File: config.mk
export PLATFORM = sky130hd
export DESIGN_NAME = mem_arbiter_flat
export DESIGN_NICKNAME = d
export VERILOG_FILES = /design/src/rtl/mem_arb_pkg.sv /design/src/rtl/mem_arbiter_if.sv /design/src/rtl/mem_write_buffer.sv /design/src/rtl/mem_arbiter.sv /design/src/flat_wrapper.sv
export SDC_FILE = /design/constraint.sdc
export NUM_CORES = 2
export LEC_CHECK = 0
export ABC_AREA = 1
export CORE_AREA = 8 8 662 664
export CTS_CLUSTER_SIZE = 24
export DETAILED_ROUTE_END_ITERATION = 6
export DIE_AREA = 0 0 670 672
export PLACE_DENSITY = 0.39
export SLEW_MARGIN = 20
export SYNTH_ARGS = -nofsm -noshare
export SYNTH_HDL_FRONTEND = slang
export SYNTH_HIERARCHICAL = 1
export SYNTH_SLANG_ARGS = --single-unit
File: constraint.sdc
create_clock -name clk -period 36.9 [get_ports clk]
set_input_delay 7.38 -clock clk [delete_from_list [all_inputs] [get_ports clk]]
set_output_delay 7.38 -clock clk [all_outputs]
set_load 0.1 [all_outputs]
File: src/rtl/mem_arb_pkg.sv
// mem_arb_pkg: shared FSM/grant types and line-address constants for the memory arbiter
package mem_arb_pkg;
  localparam int LINE_OFF_BITS = 6;
  localparam int LINE_TAG_LSB = 6;
  typedef enum logic [2:0] {IDLE, WR, RD_I, RD_D, RESP} state_t;
  typedef enum logic {ICACHE, DCACHE} grant_t;
endpackage

File: src/rtl/mem_arbiter_if.sv
// mem_arbiter_if: cache-side and memory-side signals of the memory arbiter
interface mem_arbiter_if #(
  parameter int ADDR_W = 32,
  parameter int DATA_W = 32,
  parameter int LINE_W = 512
);
  logic i_req, i_done, d_req, d_done, w_req, w_done;
  logic mem_valid, mem_we, mem_ready;
  logic [ADDR_W-1:0] i_addr, d_addr, w_addr, mem_addr;
  logic [DATA_W-1:0] w_data, mem_wdata;
  logic [LINE_W-1:0] i_rdata, d_rdata, mem_rdata;
  modport slave (
    input i_req, i_addr, d_req, d_addr, w_req, w_addr, w_data, mem_ready, mem_rdata,
    output i_rdata, i_done, d_rdata, d_done, w_done, mem_valid, mem_we, mem_addr, mem_wdata
  );
  modport master (
    output i_req, i_addr, d_req, d_addr, w_req, w_addr, w_data, mem_ready, mem_rdata,
    input i_rdata, i_done, d_rdata, d_done, w_done, mem_valid, mem_we, mem_addr, mem_wdata
  );
endinterface

File: src/rtl/mem_write_buffer.sv
// mem_write_buffer: posted-store FIFO with a parallel line-address match over valid entries
module mem_write_buffer import mem_arb_pkg::*; #(
  parameter int ADDR_W = 32,
  parameter int DATA_W = 32,
  parameter int DEPTH = 4
) (
  input  logic clk,
  input  logic rst,
  input  logic push,
  input  logic pop,
  input  logic [ADDR_W-1:0] push_addr,
  input  logic [DATA_W-1:0] push_data,
  input  logic [ADDR_W-1:LINE_TAG_LSB] match_tag,
  output logic full,
  output logic empty,
  output logic [ADDR_W-1:0] head_addr,
  output logic [DATA_W-1:0] head_data,
  output logic [DEPTH-1:0] match
);
  localparam int AW = $clog2(DEPTH);
  logic [AW:0] wr_ptr, rd_ptr, count;
  logic [ADDR_W-1:0] addr_q [DEPTH];
  logic [DATA_W-1:0] data_q [DEPTH];
  assign count = wr_ptr - rd_ptr;
  assign empty = wr_ptr == rd_ptr;
  assign full = wr_ptr == {~rd_ptr[AW], rd_ptr[AW-1:0]};
  assign head_addr = addr_q[rd_ptr[AW-1:0]];
  assign head_data = data_q[rd_ptr[AW-1:0]];
  always_ff @(posedge clk or posedge rst)
    if (rst) begin
      wr_ptr <= '0;
      rd_ptr <= '0;
    end else begin
      if (push) wr_ptr <= wr_ptr + 1'b1;
      if (pop) rd_ptr <= rd_ptr + 1'b1;
    end
  always_ff @(posedge clk)
    if (push) begin
      addr_q[wr_ptr[AW-1:0]] <= push_addr;
      data_q[wr_ptr[AW-1:0]] <= push_data;
    end
  // a slot is live when its distance from the head is below the occupancy
  for (genvar k = 0; k < DEPTH; k++) begin : g_match
    logic [AW-1:0] off;
    assign off = AW'(k) - rd_ptr[AW-1:0];
    assign match[k] = ({1'b0, off} < count) && addr_q[k][ADDR_W-1:LINE_TAG_LSB] == match_tag;
  end
endmodule

File: src/rtl/mem_arbiter.sv
// mem_arbiter: serialises icache/dcache line refills and posted dcache stores onto one memory port
module mem_arbiter import mem_arb_pkg::*; #(
  parameter int ADDR_W = 32,
  parameter int DATA_W = 32,
  parameter int WBUF_DEPTH = 4
) (
  input logic clk,
  input logic rst,
  mem_arbiter_if.slave bus
);
  state_t state, state_n;
  grant_t last_rd_grant;
  logic full, empty, push, pop, hazard;
  logic [ADDR_W-1:0] head_addr;
  logic [DATA_W-1:0] head_data;
  logic [WBUF_DEPTH-1:0] match;
  assign pop = state == WR && bus.mem_ready;
  assign push = bus.w_req && !bus.w_done && (!full || pop);
  assign hazard = bus.d_req && |match;
  mem_write_buffer #(.ADDR_W(ADDR_W), .DATA_W(DATA_W), .DEPTH(WBUF_DEPTH)) u_wbuf (
    .clk(clk),
    .rst(rst),
    .push(push),
    .pop(pop),
    .push_addr(bus.w_addr),
    .push_data(bus.w_data),
    .match_tag(bus.d_addr[ADDR_W-1:LINE_TAG_LSB]),
    .full(full),
    .empty(empty),
    .head_addr(head_addr),
    .head_data(head_data),
    .match(match)
  );
  always_ff @(posedge clk or posedge rst)
    if (rst) begin
      state <= IDLE;
      last_rd_grant <= ICACHE;
      bus.i_done <= 1'b0;
      bus.d_done <= 1'b0;
      bus.w_done <= 1'b0;
      bus.i_rdata <= '0;
      bus.d_rdata <= '0;
    end else begin
      state <= state_n;
      bus.i_done <= state == RD_I && bus.mem_ready;
      bus.d_done <= state == RD_D && bus.mem_ready;
      bus.w_done <= push;
      if (state == RD_I && bus.mem_ready) begin
        bus.i_rdata <= bus.mem_rdata;
        last_rd_grant <= ICACHE;
      end
      if (state == RD_D && bus.mem_ready) begin
        bus.d_rdata <= bus.mem_rdata;
        last_rd_grant <= DCACHE;
      end
    end
  // draining stores wins over reads when the buffer is full or a dcache read would bypass a pending store
  always_comb begin
    state_n = state;
    case (state)
      IDLE: state_n = full || hazard || (!empty && !bus.i_req && !bus.d_req) ? WR
                    : bus.d_req && bus.i_req ? (last_rd_grant == ICACHE ? RD_D : RD_I)
                    : bus.d_req ? RD_D
                    : bus.i_req ? RD_I : IDLE;
      WR: state_n = bus.mem_ready ? IDLE : WR;
      RD_I, RD_D: state_n = bus.mem_ready ? RESP : state;
      RESP: state_n = IDLE;
      default: state_n = IDLE;
    endcase
  end
  assign bus.mem_valid = state == WR || state == RD_I || state == RD_D;
  assign bus.mem_we = state == WR;
  assign bus.mem_wdata = state == WR ? head_data : '0;
  assign bus.mem_addr = state == WR ? head_addr
                      : state == RD_I ? {bus.i_addr[ADDR_W-1:LINE_TAG_LSB], {LINE_OFF_BITS{1'b0}}}
                      : state == RD_D ? {bus.d_addr[ADDR_W-1:LINE_TAG_LSB], {LINE_OFF_BITS{1'b0}}}
                      : '0;
endmodule

File: src/flat_wrapper.sv
// flat-port wrapper written by rule: the top's interface ports become plain ports
module mem_arbiter_flat import mem_arb_pkg::*;
#(
  parameter int ADDR_W = 32,
  parameter int DATA_W = 32,
  parameter int WBUF_DEPTH = 4
)
  (clk, rst, bus_i_req, bus_i_addr, bus_d_req, bus_d_addr, bus_w_req, bus_w_addr, bus_w_data, bus_mem_ready, bus_mem_rdata, bus_i_rdata, bus_i_done, bus_d_rdata, bus_d_done, bus_w_done, bus_mem_valid, bus_mem_we, bus_mem_addr, bus_mem_wdata);
  mem_arbiter_if #(.ADDR_W(ADDR_W), .DATA_W(DATA_W)) bus_i ();
  input logic clk;
  input logic rst;
  input wire logic [$bits(bus_i.i_req)-1:0] bus_i_req;
  input wire logic [$bits(bus_i.i_addr)-1:0] bus_i_addr;
  input wire logic [$bits(bus_i.d_req)-1:0] bus_d_req;
  input wire logic [$bits(bus_i.d_addr)-1:0] bus_d_addr;
  input wire logic [$bits(bus_i.w_req)-1:0] bus_w_req;
  input wire logic [$bits(bus_i.w_addr)-1:0] bus_w_addr;
  input wire logic [$bits(bus_i.w_data)-1:0] bus_w_data;
  input wire logic [$bits(bus_i.mem_ready)-1:0] bus_mem_ready;
  input wire logic [$bits(bus_i.mem_rdata)-1:0] bus_mem_rdata;
  output wire logic [$bits(bus_i.i_rdata)-1:0] bus_i_rdata;
  output wire logic [$bits(bus_i.i_done)-1:0] bus_i_done;
  output wire logic [$bits(bus_i.d_rdata)-1:0] bus_d_rdata;
  output wire logic [$bits(bus_i.d_done)-1:0] bus_d_done;
  output wire logic [$bits(bus_i.w_done)-1:0] bus_w_done;
  output wire logic [$bits(bus_i.mem_valid)-1:0] bus_mem_valid;
  output wire logic [$bits(bus_i.mem_we)-1:0] bus_mem_we;
  output wire logic [$bits(bus_i.mem_addr)-1:0] bus_mem_addr;
  output wire logic [$bits(bus_i.mem_wdata)-1:0] bus_mem_wdata;
  assign bus_i.i_req = bus_i_req;
  assign bus_i.i_addr = bus_i_addr;
  assign bus_i.d_req = bus_d_req;
  assign bus_i.d_addr = bus_d_addr;
  assign bus_i.w_req = bus_w_req;
  assign bus_i.w_addr = bus_w_addr;
  assign bus_i.w_data = bus_w_data;
  assign bus_i.mem_ready = bus_mem_ready;
  assign bus_i.mem_rdata = bus_mem_rdata;
  assign bus_i_rdata = bus_i.i_rdata;
  assign bus_i_done = bus_i.i_done;
  assign bus_d_rdata = bus_i.d_rdata;
  assign bus_d_done = bus_i.d_done;
  assign bus_w_done = bus_i.w_done;
  assign bus_mem_valid = bus_i.mem_valid;
  assign bus_mem_we = bus_i.mem_we;
  assign bus_mem_addr = bus_i.mem_addr;
  assign bus_mem_wdata = bus_i.mem_wdata;
  mem_arbiter #(.ADDR_W(ADDR_W), .DATA_W(DATA_W), .WBUF_DEPTH(WBUF_DEPTH)) u_core (.clk(clk), .rst(rst), .bus(bus_i));
endmodule
==> impl_results.md <==
* GR Overflow Total at 0
* Setup crit end kind: output pin
* Total GRT Usage at between 10% and 20%
* Post-CTS Setup Bufs at 0
* Area grow syn2layout at 57.2%
* Crit path launch type: input pin
* Flop-to-flop setup slack at ~32 ns
* Rows at approximately 240
* Clock Sink Count at approximately 1300
* Relative slew slack at between 20% and 30%
* Layout Skew at ~0.032 ns
* Core area at around 430000 um^2
* Final net count at ~7400
* Syn Area/Cell at between 9 and 10 um^2
* WP data arrival at between 9 and 10 ns
* Crit-path max FO at 6
* Input/output buffers at between 1500 and 2000
* Leading area contributor after synthesis: dfrtp_1
* Max Slew Vio Count at 0
* Post-DRT Antenna Nets at 0
* Vias in the first global route at 44000
* Synth warn at 6
* Synth cell types at 31
* Fmax at ~0.059 GHz
* Clk pin slew, worst setup/hold paths at approximately 0.060 ns
* Initial antenna violation count at approximately 250
* First-pass GRT wire length at roughly 480000 um
* Total Wirelength at about 380000 um
* Vias/cell at 3.49
* RR Endpoint: u_core/bus.d_rdata[181]
* Status: finished, final reports clean
* Share of cells above drive strength 1 at 6.97%
* Tmin final at around 17 ns
* PostCTS Resize Cnt at 0
* Worst Hold End: u_core/bus.d_rdata[196]
* HP Start: u_core/bus.d_rdata[196]
* Hold depth at 2
* Req. time, crit path at around 30 ns
* Dpl hpwl at about 320000 um
* Worst skew pair latency at about 0.86 ns
* Asr flop ratio synth at between 80% and 90%
* Post-synth EDFFs at 256
* First-pass DRT Iterations at 6
* TritonCTS Buffers at roughly 170
* Hold_buf cts at 0
* Synth Net Count at a little under 6000
* Io pins at roughly 1700
* Clock buffer depth at 4
* CTS root buf: clkbuf_16
* Initial Utilization at roughly an eighth
* Largest cells by area after synthesis: dfrtp_1, edfxtp_1, nand2_1
* Worst hold path type: flop to flop
* Post-synth top flop: dfrtp_1
* Final TNS setup at 0 ns
* Most common cell in the netlist: nand2_1
* Via count at around 44000
* Die Height at around 670 um
* DR iter-0 viols at 3343
* CTS tree: done
* Unrepaired setup endpoints after global routing: false
* Largest net degree at the start of global routing at 226
* Yosys reg bits at 1293
* Post-synth top cells: nand2_1, dfrtp_1, o21ai_1
* Worst Setup Path Type: input pin to output pin
* FF-to-FF Start: u_core/state[0]
* DIE WIDTH at between 600 and 700 um
* Seq/Total Area, Yosys at between 60% and 70%
* Setup-failing EPs final at 0
* H-tree depth at 4
* Total of max-cap violations at 0
* Final period util at a little under half
* Routed wire per std cell at just under 30 um
* DRC at 0
* Mapped cell area at a little over 50000 um^2
* DIE AREA at 450000 um^2
* Routability-driven placement congestion ratio at approximately 0.96
* Least-Margin Pin Slew at 1.19 ns
* Top cell type's share of synthesized area at between 50% and 60%
* Fin. Hold Viols at 0
* Syn Inst Count at a little over 5000
* Worst r2r path cells at 9
## cell type report
cell class	count	area, um^2
diodes	43	108
clock buffers	236	4790
clock inverters	65	855
fillers	47600	349000
inverters	660	2500
multi-input cells	2890	13000
flip-flops and latches	1293	33600
well taps	5710	7140
repair buffers	1769	17300
## kinds of logic (layout without fill, tap and decap cells)
| family | after synthesis | after routing | share of synthesized area [%] |
|---|---|---|---|
| AND/OR/NAND/NOR | 1582 | 1582 | 12.1 |
| flip-flops | 1293 | 1293 | 66.7 |
| AO/OA/AOI/OAI | 1249 | 1249 | 12.5 |
| buffers and inverters | 946 | 2730 | 7.54 |
| XOR/XNOR | 44 | 44 | 0.764 |
| adder cells (fa/ha/maj) | 15 | 15 | 0.387 |
| other | 0 | 43 | 0 |
## routing by layer
layer  wire, um  track usage [%]  vias up
met4       7280             2.60      100
met2     194000             29.4     1865
li1           -                -    19900
met3      28000             5.07      567
met1     146000             18.3    21800
met5        661                0        -
## flip-flops by register name, indices dropped and copies added, names as in the netlist, 3 cells and up
signal / count
u_core/bus.d_rdata: 512
u_core/u_wbuf/wr_ptr: 3
u_core/state: 3
u_core/u_wbuf/addr_q: 128
u_core/bus.i_rdata: 512
u_core/u_wbuf/rd_ptr: 3
u_core/u_wbuf/data_q: 128
## worst max path at each step
| stage | from | endpoint | slack (ns) |
|---|---|---|---|
| 6_report | bus_d_addr[19] | bus_mem_addr[19] | 20.01 |
| 3_3_place_gp | bus_d_addr[19] | bus_mem_addr[19] | 19.99 |
| 3_5_place_dp | bus_d_addr[19] | bus_mem_addr[19] | 20.02 |
| 4_1_cts | bus_d_addr[19] | bus_mem_addr[19] | 20.01 |
| 2_1_floorplan | rst | u_core/bus.d_done | 0.51 |
| 5_1_grt | bus_d_addr[29] | bus_mem_addr[29] | 19.96 |
## placed cells by master, fill, tap and decap left out, drive strengths merged
cell              n
clkdlybuf4s50  1593
nand2          1303
o21ai          1149
dfrtp          1037
inv             669
edfxtp          256
clkbuf          237
nor2            188
buf             175
nand3            74
a21oi            50
o22ai            46
diode            43
xnor2            40
clkinv           36
ha               14
bufinv           13
clkinvlp          7
or2               7
nand4             6
xor2              4
o21bai            4
nor3              4
fa                1
## metrics by stage
step / hold slack, ns / area, um^2 / instances / setup WS, ns / util [%]
finish: 0.481 / 79300 / 12700 / 20.01 / 18.5
global route: 0.498 / 79300 / 12600 / 19.96 / 18.5
CTS: 0.485 / 79200 / 12600 / 20.01 / 18.5
detailed placement: 0.471 / 73600 / 12300 / 20.02 / 17.2
global placement: 0.470 / 73700 / 12300 / 19.99 / 17.2
floorplan: 0.443 / 50500 / 5129 / 0.505 / -
## worst max-delay path, cell delays in order
cell             delay, ns
clkdlybuf4s50_1       0.70
nand2_1               0.09
nand3_1               0.15
clkdlybuf4s50_1       1.18
Power is not shown: default switching activity piles up to over one toggle a cycle in this logic, so the estimate is an artifact.
